<file path="src/rtl/trigger_barrier_pkg.sv">
// Shared types for the trigger barrier: FSM state encoding and counter width.
package BarrierTypes;
   typedef enum logic [1:0] {
      IDLE  = 2'd0,
      START = 2'd1,
      RUN   = 2'd2,
      DONE  = 2'd3
   } barrier_state_t;

   localparam int ROUND_COUNT_W = 16;
endpackage

</file>
<file path="src/rtl/trigger_barrier_enqueue_tracker.sv">
// Pending external-enqueue flag (set wins over clear) and, when TRIGGER_BARRIER_STATS_EN
// is defined, the saturating sync-round counter.
module enqueue_tracker
   import BarrierTypes::*;
#(
   parameter int NUM_INPUTS = 2
) (
   input  logic                     clk,
   input  logic                     srst,
   input  logic                     flush_i,
   input  logic                     sleep_seen_i,
   input  logic [NUM_INPUTS-1:0]    write_i,
   input  logic                     round_clear_i,
   input  logic                     round_inc_i,
   output logic                     pending_o,
   output logic                     pending_next_o,
   output logic [ROUND_COUNT_W-1:0] round_count_o
);

   logic pending_q;
   logic pending_d;

   // A write landing in the same cycle as the all_sleep pulse must survive it.
   always_comb begin
      pending_d = pending_q;
      if (flush_i) begin
         pending_d = 1'b0;
      end else if (|write_i) begin
         pending_d = 1'b1;
      end else if (sleep_seen_i) begin
         pending_d = 1'b0;
      end
   end

   always_ff @(posedge clk) begin
      if (srst) begin
         pending_q <= 1'b0;
      end else begin
         pending_q <= pending_d;
      end
   end

   assign pending_o      = pending_q;
   assign pending_next_o = pending_d;

`ifdef TRIGGER_BARRIER_STATS_EN
   logic [ROUND_COUNT_W-1:0] round_q;
   logic [ROUND_COUNT_W-1:0] round_d;

   always_comb begin
      round_d = round_q;
      if (round_clear_i) begin
         round_d = '0;
      end else if (round_inc_i && (round_q != '1)) begin
         round_d = round_q + 1'b1;
      end
   end

   always_ff @(posedge clk) begin
      if (srst) begin
         round_q <= '0;
      end else begin
         round_q <= round_d;
      end
   end

   assign round_count_o = round_q;
`else
   logic unused_round_inputs;
   assign unused_round_inputs = round_clear_i ^ round_inc_i;
   assign round_count_o       = '0;
`endif

endmodule

</file>
<file path="src/rtl/trigger_barrier.sv">
// Network-level barrier: aggregates trigger status into one-cycle broadcast pulses and
// owns the ap_start/ap_done handshake. Optional stats via TRIGGER_BARRIER_STATS_EN.
module trigger_barrier
   import BarrierTypes::*;
#(
   parameter int NUM_ACTORS = 4,
   parameter int NUM_INPUTS = 2
) (
   input  logic                     ap_clk,
   input  logic                     ap_rst,
   input  logic                     ap_start,
   output logic                     ap_done,
   output logic                     ap_ready,
   output logic                     ap_idle,
   output logic                     trigger_start,
   input  logic [NUM_ACTORS-1:0]    actor_sleep,
   input  logic [NUM_ACTORS-1:0]    actor_sync_exec,
   input  logic [NUM_ACTORS-1:0]    actor_sync_wait,
   input  logic [NUM_ACTORS-1:0]    actor_idle,
   input  logic [NUM_INPUTS-1:0]    input_write,
   output logic                     all_sleep,
   output logic                     all_sync,
   output logic                     all_sync_wait,
   output logic                     external_enqueue,
   output logic [ROUND_COUNT_W-1:0] round_count
);

   barrier_state_t state_q;
   barrier_state_t state_d;

   logic [NUM_ACTORS-1:0] sync_any;
   logic all_sleep_q,     all_sleep_d;
   logic all_sync_q,      all_sync_d;
   logic all_sync_wait_q, all_sync_wait_d;
   logic pending_q;
   logic pending_d;
   logic run_next;

   always_ff @(posedge ap_clk) begin
      if (ap_rst) begin
         state_q <= IDLE;
      end else begin
         state_q <= state_d;
      end
   end

   always_comb begin
      state_d       = state_q;
      ap_idle       = 1'b0;
      trigger_start = 1'b0;
      ap_done       = 1'b0;
      case (state_q)
         IDLE: begin
            ap_idle = 1'b1;
            if (ap_start) begin
               state_d = START;
            end
         end
         START: begin
            trigger_start = 1'b1;
            state_d       = RUN;
         end
         RUN: begin
            if (&actor_idle) begin
               state_d = DONE;
            end
         end
         DONE: begin
            ap_done = 1'b1;
            state_d = IDLE;
         end
         default: state_d = IDLE;
      endcase
   end

   assign ap_ready = ap_done;

   for (genvar gi = 0; gi < NUM_ACTORS; gi++) begin : g_sync_any
      assign sync_any[gi] = actor_sync_exec[gi] | actor_sync_wait[gi];
   end

   // Aggregates are gated on the state they will be visible in, so they never leak into DONE.
   assign run_next = (state_d == RUN);

   always_comb begin
      all_sleep_d     = run_next & (&actor_sleep) & ~all_sleep_q;
      all_sync_d      = run_next & (&sync_any) & ~all_sync_q;
      all_sync_wait_d = run_next & (&actor_sync_wait) & ~pending_d & ~all_sync_wait_q;
   end

   always_ff @(posedge ap_clk) begin
      if (ap_rst) begin
         all_sleep_q     <= 1'b0;
         all_sync_q      <= 1'b0;
         all_sync_wait_q <= 1'b0;
      end else begin
         all_sleep_q     <= all_sleep_d;
         all_sync_q      <= all_sync_d;
         all_sync_wait_q <= all_sync_wait_d;
      end
   end

   enqueue_tracker #(
      .NUM_INPUTS(NUM_INPUTS)
   ) u_enqueue_tracker (
      .clk           (ap_clk),
      .srst          (ap_rst),
      .flush_i       (state_d == IDLE),
      .sleep_seen_i  (all_sleep_q),
      .write_i       (input_write),
      .round_clear_i (state_q == START),
      .round_inc_i   (all_sync_q),
      .pending_o     (pending_q),
      .pending_next_o(pending_d),
      .round_count_o (round_count)
   );

   assign all_sleep        = all_sleep_q;
   assign all_sync         = all_sync_q;
   assign all_sync_wait    = all_sync_wait_q;
   assign external_enqueue = pending_q;

endmodule

</file>
<file path="config.mk">
export PLATFORM = sky130hd
export DESIGN_NAME = trigger_barrier
export DESIGN_NICKNAME = d
export VERILOG_FILES = /design/src/rtl/trigger_barrier_pkg.sv /design/src/rtl/trigger_barrier_enqueue_tracker.sv /design/src/rtl/trigger_barrier.sv
export SDC_FILE = /design/constraint.sdc
export NUM_CORES = 1
export LEC_CHECK = 0
export CORE_MARGIN = 1.5
export CORE_UTILIZATION = 31
export CTS_CLUSTER_SIZE = 25
export DETAILED_ROUTE_END_ITERATION = 16
export PLACE_DENSITY_LB_ADDON = 0.1
export SLEW_MARGIN = 25
export SYNTH_ARGS = -nofsm -noshare
export SYNTH_HDL_FRONTEND = slang
export SYNTH_HIERARCHICAL = 1
export SYNTH_SLANG_ARGS = --single-unit
</file>
<file path="constraint.sdc">
create_clock -name ap_clk -period 3.6 [get_ports ap_clk]
set_input_delay 0.36 -clock ap_clk [delete_from_list [all_inputs] [get_ports ap_clk]]
set_output_delay 0.36 -clock ap_clk [all_outputs]
set_load 0.03 [all_outputs]
</file>
==> impl_metrics.sql, run 1 <==
INSERT INTO impl_metrics (metric_group, metric, value, unit) VALUES
('placement', 'finalWeightedCongestion', '0.6844', ''),
('floorplan', 'die_height', '42.22', 'um'),
('detailed_routing', 'total_number_of_vias', '429', ''),
('cts', 'cts_max_level', '1', ''),
('cells_and_area', 'final_nets', '110', ''),
('power_and_ir_drop', 'power.leakage', '0.0003066', 'uW'),
('logic_synthesis', 'post_synth_main_area_contributors', 'sky130_fd_sc_hd__buf_4 27%, sky130_fd_sc_hd__dfxtp_1 25%, sky130_fd_sc_hd__ha_1 10%, sky130_fd_sc_hd__a211oi_2 5.2%, sky130_fd_sc_hd__nand4_1 3.9%', ''),
('hold_path', 'min_path_type', 'register to register', ''),
('sta', 'max_slew_violation_count', '0', ''),
('sta', 'hold_viol_final', '0', ''),
('flow_run', 'max-cap-violations', '0', ''),
('logic_synthesis', 'synth_warnings', '6', ''),
('cells_and_area', 'layout.cells.most_common', 'sky130_fd_sc_hd__clkdlybuf4s50_1', ''),
('worst_setup_path', 'crit_arrival', '1.63', 'ns'),
('grt', 'grt_util_met1', '11.54', '%'),
('worst_setup_path', 'worst_ep_required_time', '3.24', 'ns'),
('placement', 'place.port_buffers', '28', ''),
('logic_synthesis', 'ys_types', '20', ''),
('worst_setup_path', 'critical_path_slowest_stage_cell', 'sky130_fd_sc_hd__clkdlybuf4s50_1', ''),
('sta', 'clock_skew', '0.005014', 'ns'),
('logic_synthesis', 'area_share_of_the_largest_cell_type_after_synthesis', '26.77', '%'),
('grt', 'antenna_found_initial', '0', ''),
('floorplan', 'die_width', '42.22', 'um'),
('cells_and_area', 'antenna-diode-count', '0', ''),
('cts', 'post_cts_resize_count', '0', ''),
('floorplan', 'die_outline_area', '1782', 'um^2'),
('logic_synthesis', 'sequential_fraction_of_the_synthesis_area', '25.20', '%'),
('logic_synthesis', 'synth_area', '476.7', 'um^2'),
('grt', 'pin_count_of_the_biggest_net_entering_global_routing', '7', ''),
('detailed_routing', 'drtIter0Drc', '3', ''),
('worst_setup_path', 'worstPathBufferInverterCount', '2', ''),
('sta', 'share_of_the_clock_period_used_by_the_worst_path', '55.20', '%'),
('grt', 'grt_use_met3', '5.603', '%'),
('worst_setup_path', 'worst-path-max-fanout', '6', ''),
('placement', 'place_hpwl', '850.1', 'um'),
('sta', 'tns', '0', 'ns'),
('sta', 'fmax', '503.2', 'MHz'),
('cts', 'cts_post_setup_buffers_inserted', '0', ''),
('grt', 'grt_pass1_wl', '1469', 'um'),
('cts', 'cts_tree', 'done', ''),
('cells_and_area', 'layout.filler_cells', '141', ''),
('grt', 'global_route.peak_usage_layer', 'met2', ''),
('grt', 'gr_usage_total', '11.43', '%'),
('power_and_ir_drop', 'pwr_density', '572.0', 'nW/um^2'),
('worst_setup_path', 'crit_chain', 'inv_1 > ha_1 > clkdlybuf4s50_1', ''),
('detailed_routing', 'totalWireLength', '977', 'um'),
('cts', 'clock_sink_count', '6', ''),
('cells_and_area', 'mostFrequentLayoutCells', '28 x sky130_fd_sc_hd__clkdlybuf4s50_1, 16 x sky130_fd_sc_hd__conb_1, 6 x sky130_fd_sc_hd__dfxtp_1, 4 x sky130_fd_sc_hd__ha_1', ''),
('worst_setup_path', 'critPathTopFamily', 'buffers and inverters', ''),
('grt', 'global_route.overflow_total', '0', ''),
('run_status', 'status', 'complete, no violations', ''),
('cells_and_area', 'final_layout_size_suffix_gt1_share', '8.434', '%'),
('grt', 'gr-usage-met2', '17.54', '%'),
('logic_synthesis', 'postSynthCellCount', '54', ''),
('floorplan', 'num_io_pins', '45', ''),
('sta', 'setup_repair_after_global_routing_missed_its_margin', 'no', ''),
('logic_synthesis', 'synth-seq-cells', '6', ''),
('detailed_routing', 'detail_route.wl_per_cell', '9.969', 'um'),
('worst_setup_path', 'critical_path_end_type', 'primary output', ''),
('floorplan', 'core_area', '1366', 'um^2'),
('cts', 'postCtsHoldBufs', '0', ''),
('detailed_routing', 'post_drt_antenna_nets', '0', ''),
('worst_setup_path', 'startpoint_type', 'register', ''),
('cts', 'clk_path_buf_depth', '2', ''),
('worst_setup_path', 'worst_path_largest_cell_delay', '0.70', 'ns'),
('cells_and_area', 'post_layout_nonfiller_instances', '98', ''),
('logic_synthesis', 'synthesis.area_per_instance', '8.828', 'um^2'),
('cts', 'cts-buffers-inserted', '3', ''),
('cells_and_area', 'area_growth_syn_to_layout', '52.49', '%'),
('sta', 'finalSetupViolations', '0', ''),
('detailed_routing', 'detail_route.vias_per_cell', '4.378', '');
[cell families after synthesis]
family | after synthesis | share of synthesized area (%)
and+or+nand+nor | 17 | 23.89
DFF | 6 | 25.20
AOI/OAI and AO/OA | 6 | 10.50
other | 1 | 0.7866
buffers and inverters | 20 | 29.13
adders and majority gates | 4 | 10.50
[flip-flops by register name, summed over array words and instances, names as in the netlist]
register	count
u_enqueue_tracker/pending_o	1
state_q	2
all_sync_wait	1
all_sync	1
all_sleep	1
[worst reg2reg max path, delay by kind of cell (launching register included)]
family / cells / cell delay, ns
compound gates: 2 / 0.46
flops: 1 / 0.41
fa+ha+maj: 1 / 0.26
simple gates: 4 / 0.59
buf+inv: 1 / 0.09
[final timing paths]
| path | from | to | slack [ns] | cells after the start |
|---|---|---|---|---|
| worst max-delay path | state_q[0]$_SDFF_PP0_ | ap_idle | 1.61 | 3 |
| worst max register to register | state_q[0]$_SDFF_PP0_ | all_sync_wait$_SDFF_PP0_ | 1.66 | 8 |
| worst min-delay path | all_sleep$_SDFF_PP0_ | all_sleep$_SDFF_PP0_ | 0.44 | 1 |
| worst min register to register | all_sleep$_SDFF_PP0_ | all_sleep$_SDFF_PP0_ | 0.44 | 1 |
[through the flow]
step                instance area (um^2)  power, uW  util, %  hold WS, ns  worst slack, ns
finish                             726.9      415.8    53.21       0.4421            1.613
global route                       726.9      446.6    53.21       0.4925            1.512
CTS                                726.9      422.0    53.21       0.4480            1.606
detailed placement                 704.4      359.2    51.56       0.4394            1.585
global placement                   704.4      353.1    51.56       0.4460            1.687
floorplan                          533.0      290.4        -       0.4246            1.653
[layout make-up]
type                       instances  area [um^2]  share of cell area (%)
timing repair buffer              28        280.3                   38.55
multi-input combinational         43        274.0                   37.69
sequential                         6        120.1                   16.52
clock buffer                       3        22.52                   3.098
tap                               15        18.77                   2.582
inverter                           3        11.26                   1.549
[cells in the mapped netlist (all sizes together)]
library cell  number
a21o               1
nor3               2
and3b              1
or3                2
a21oi              1
ha                 4
nand2b             2
nor3b              1
o22ai              2
buf               17
nand3b             1
dfxtp              6
nor2b              1
a211oi             2
inv                3
nor4               1
nor2               3
nand4              3
conb               1
[power breakdown]
part | switching, uW | total, uW | internal [uW]
combinational | 143 | 256 | 113
sequential | 17.5 | 99.5 | 82.0
clock | 23.1 | 60.7 | 37.6
total | 183 | 416 | 232
[per-layer routing]
layer  vias to the layer above  share of wire [%]
met2                        30                 47
met5                         -                  0
met1                       180                 37
met4                         0                3.2
li1                        215                  -
met3                         4                 12
Note: power is estimated with default switching activity, not from simulation.
==> run 2, diff against run 1 <==
- CORE_UTILIZATION: 31 -> 29
- clock period: 3.6 -> 1.9 ns (I/O delays scaled with it)
==> run 2 against run 1 <==
Flip-flop and latch count unchanged. Utilization down 4.3 points. Final cell count up 3.1%. Worst hold slack better by 0.0060 ns. Via count down 1.9%. Die area up 6.4%. Routed wire length down 4.7%. Clock-buffer cell count unchanged. Critical path type unchanged. Critical endpoint unchanged. Largest cell class unchanged. Largest power group unchanged. Highest routed layer is now met3.
==> impl_metrics.sql, run 2 (synthesized netlist as in run 1, its figures left out) <==
INSERT INTO impl_metrics (metric_group, metric, value, unit) VALUES
('floorplan', 'core_area', '1524', 'um^2'),
('power_and_ir_drop', 'power_report.internal_total', '481.6', 'uW'),
('worst_setup_path', 'worst-path-max-fanout', '6', ''),
('cts', 'cts-buffers-inserted', '3', ''),
('detailed_routing', 'drcViolationCount', '0', ''),
('sta', 'clock_skew', '0.003499', 'ns'),
('power_and_ir_drop', 'ir_drop', '0.6020', 'mV'),
('grt', 'global_route.overflow_total', '0', ''),
('sta', 'hold_viol_final', '0', ''),
('worst_setup_path', 'crit_chain', 'inv_1 > ha_2 > clkdlybuf4s50_1', ''),
('detailed_routing', 'detail_route.vias_per_cell', '4.168', ''),
('floorplan', 'die_outline_area', '1896', 'um^2'),
('power_and_ir_drop', 'power_frac_comb', '65.1', '%'),
('cts', 'worst_setup_hold_path_clk_slew', '0.04', 'ns'),
('cells_and_area', 'final_nets', '112', ''),
('sta', 'finalSetupViolations', '0', ''),
('detailed_routing', 'totalWireLength', '931', 'um'),
('cells_and_area', 'mostFrequentLayoutCells', '28 x sky130_fd_sc_hd__clkdlybuf4s50_1, 16 x sky130_fd_sc_hd__conb_1, 6 x sky130_fd_sc_hd__dfxtp_1', ''),
('cells_and_area', 'antenna-diode-count', '0', ''),
('power_and_ir_drop', 'design_power_total', '829.1', 'uW'),
('cells_and_area', 'area_growth_syn_to_layout', '56.43', '%'),
('floorplan', 'die_height', '43.55', 'um'),
('grt', 'antenna_found_initial', '0', ''),
('placement', 'place_hpwl', '817.9', 'um'),
('detailed_routing', 'drtIter0Drc', '1', ''),
('cts', 'post_cts_resize_count', '0', ''),
('cts', 'postCtsHoldBufs', '0', ''),
('run_status', 'status', 'complete, no violations', ''),
('power_and_ir_drop', 'power.leakage', '0.0003156', 'uW'),
('placement', 'finalWeightedCongestion', '0.6415', ''),
('cells_and_area', 'largest-register', 'state_q', ''),
('floorplan', 'placementRows', '14', ''),
('hold_path', 'min_path_type', 'register to register', ''),
('floorplan', 'floorplan.initialDensity', '31.28', '%'),
('cells_and_area', 'layout.cells.most_common', 'sky130_fd_sc_hd__clkdlybuf4s50_1', ''),
('grt', 'gr_usage_total', '11.40', '%'),
('cts', 'clk_path_buf_depth', '2', ''),
('grt', 'pin_count_of_the_biggest_net_entering_global_routing', '7', ''),
('cts', 'cts_post_setup_buffers_inserted', '0', ''),
('flow_run', 'max-cap-violations', '0', ''),
('floorplan', 'die_width', '43.55', 'um'),
('sta', 'fin_crit', '1.751', 'ns'),
('worst_setup_path', 'critical_path_slowest_stage_cell', 'sky130_fd_sc_hd__clkdlybuf4s50_1', ''),
('cts', 'clk_latency', '0.24', 'ns'),
('sta', 'share_of_the_clock_period_used_by_the_worst_path', '92.15', '%'),
('sta', 'tns', '0', 'ns'),
('cts', 'cts_tree', 'done', ''),
('cells_and_area', 'largest_reg_flops', '2', ''),
('power_and_ir_drop', 'pwr_density', '1112', 'nW/um^2'),
('placement', 'place.port_buffers', '28', ''),
('detailed_routing', 'number_of_search_and_repair_iterations_in_the_first_detailed_routing_pass', '2', ''),
('worst_setup_path', 'crit_type', 'register to primary output', ''),
('sta', 'setup_repair_after_global_routing_missed_its_margin', 'no', ''),
('power_and_ir_drop', 'switching_share', '41.92', '%'),
('worst_setup_path', 'startpoint_type', 'register', ''),
('power_and_ir_drop', 'seq_power_share', '21.3', '%'),
('sta', 'fmax', '571.2', 'MHz'),
('floorplan', 'num_io_pins', '45', ''),
('cells_and_area', 'final_layout_size_suffix_gt1_share', '11.76', '%'),
('detailed_routing', 'post_drt_antenna_nets', '0', ''),
('power_and_ir_drop', 'clock_power_share', '13.6', '%'),
('power_and_ir_drop', 'switching_power', '347.5', 'uW'),
('grt', 'grt_pass1_wl', '1552', 'um'),
('worst_setup_path', 'critical_path_end_type', 'primary output', ''),
('worst_setup_path', 'critPathTopFamily', 'buffers and inverters', ''),
('cts', 'clock_sink_count', '6', ''),
('grt', 'via_count_of_the_first_global_routing_pass', '398', ''),
('worst_setup_path', 'worst_path_largest_cell_delay', '0.68', 'ns'),
('detailed_routing', 'detail_route.wl_per_cell', '9.218', 'um'),
('worst_setup_path', 'crit_arrival', '1.56', 'ns'),
('detailed_routing', 'total_number_of_vias', '421', ''),
('cts', 'clock_tree.root_cell', 'sky130_fd_sc_hd__clkbuf_4', ''),
('cts', 'cts_max_level', '1', ''),
('worst_setup_path', 'worst_ep_required_time', '1.71', 'ns'),
('worst_setup_path', 'worstPathBufferInverterCount', '2', ''),
('sta', 'max_slew_violation_count', '0', '');
run 2: cell count changes in the layout (fill, tap and decap cells not counted), sizes merged:
cell and delta:
buf +2
run 2: metal layers:
layer | part of all wire (%) | track usage (%)
met1 | 42 | 12.91
met2 | 44 | 17.06
met3 | 14 | 6.667
met4 | 0 | 5.455
met5 | 0 | 0
run 2: worst paths after layout:
path / start / endpoint / slack [ns] / depth (start not counted)
setup / recovery: state_q[1]$_SDFF_PP0_ / ap_idle / 0.15 / 3
hold / removal: all_sleep$_SDFF_PP0_ / all_sleep$_SDFF_PP0_ / 0.45 / 1
setup reg to reg: state_q[1]$_SDFF_PP0_ / all_sync_wait$_SDFF_PP0_ / 0.15 / 8
hold reg to reg: all_sleep$_SDFF_PP0_ / all_sleep$_SDFF_PP0_ / 0.45 / 1
run 2: layout make-up:
class,count,area [um^2]
Fill cell,154,778.2
Timing Repair Buffer,30,295.3
Multi-Input combinational cell,43,276.5
Sequential cell,6,120.1
Clock buffer,3,22.52
Tap cell,16,20.02
Inverter,3,11.26
run 2: power by group through the flow:
| stage | clock network (uW) | logic (uW) | registers (uW) |
|---|---|---|---|
| 4_1_cts | 119 | 546 | 176 |
| 2_1_floorplan | 0 | 346 | 211 |
| 5_1_grt | 127 | 591 | 182 |
| 6_report | 113 | 540 | 177 |
| 3_5_place_dp | 0 | 544 | 179 |
| 3_3_place_gp | 0 | 544 | 179 |
run 2: worst reg2reg max path, delay by kind of cell (launching register included):
family / cells / cell delay (ns)
flip-flops: 1 / 0.34
adder cells (fa/ha/maj): 1 / 0.22
AO/OA/AOI/OAI: 2 / 0.12
AND/OR/NAND/NOR: 4 / 0.92
buffers and inverters: 1 / 0.09
run 2: through the flow:
step,worst slack [ns],utilization [%],hold WS [ns],cell area (um^2),std cells
6_report,0.1492,48.93,0.4481,745.7,101
5_1_grt,0.01103,48.93,0.4892,745.7,101
4_1_cts,0.1359,48.93,0.4549,745.7,101
3_5_place_dp,0.1501,47.45,0.4492,723.2,98
3_3_place_gp,0.1890,47.45,0.4402,723.2,98
2_1_floorplan,0.07148,-,0.2546,535.5,69
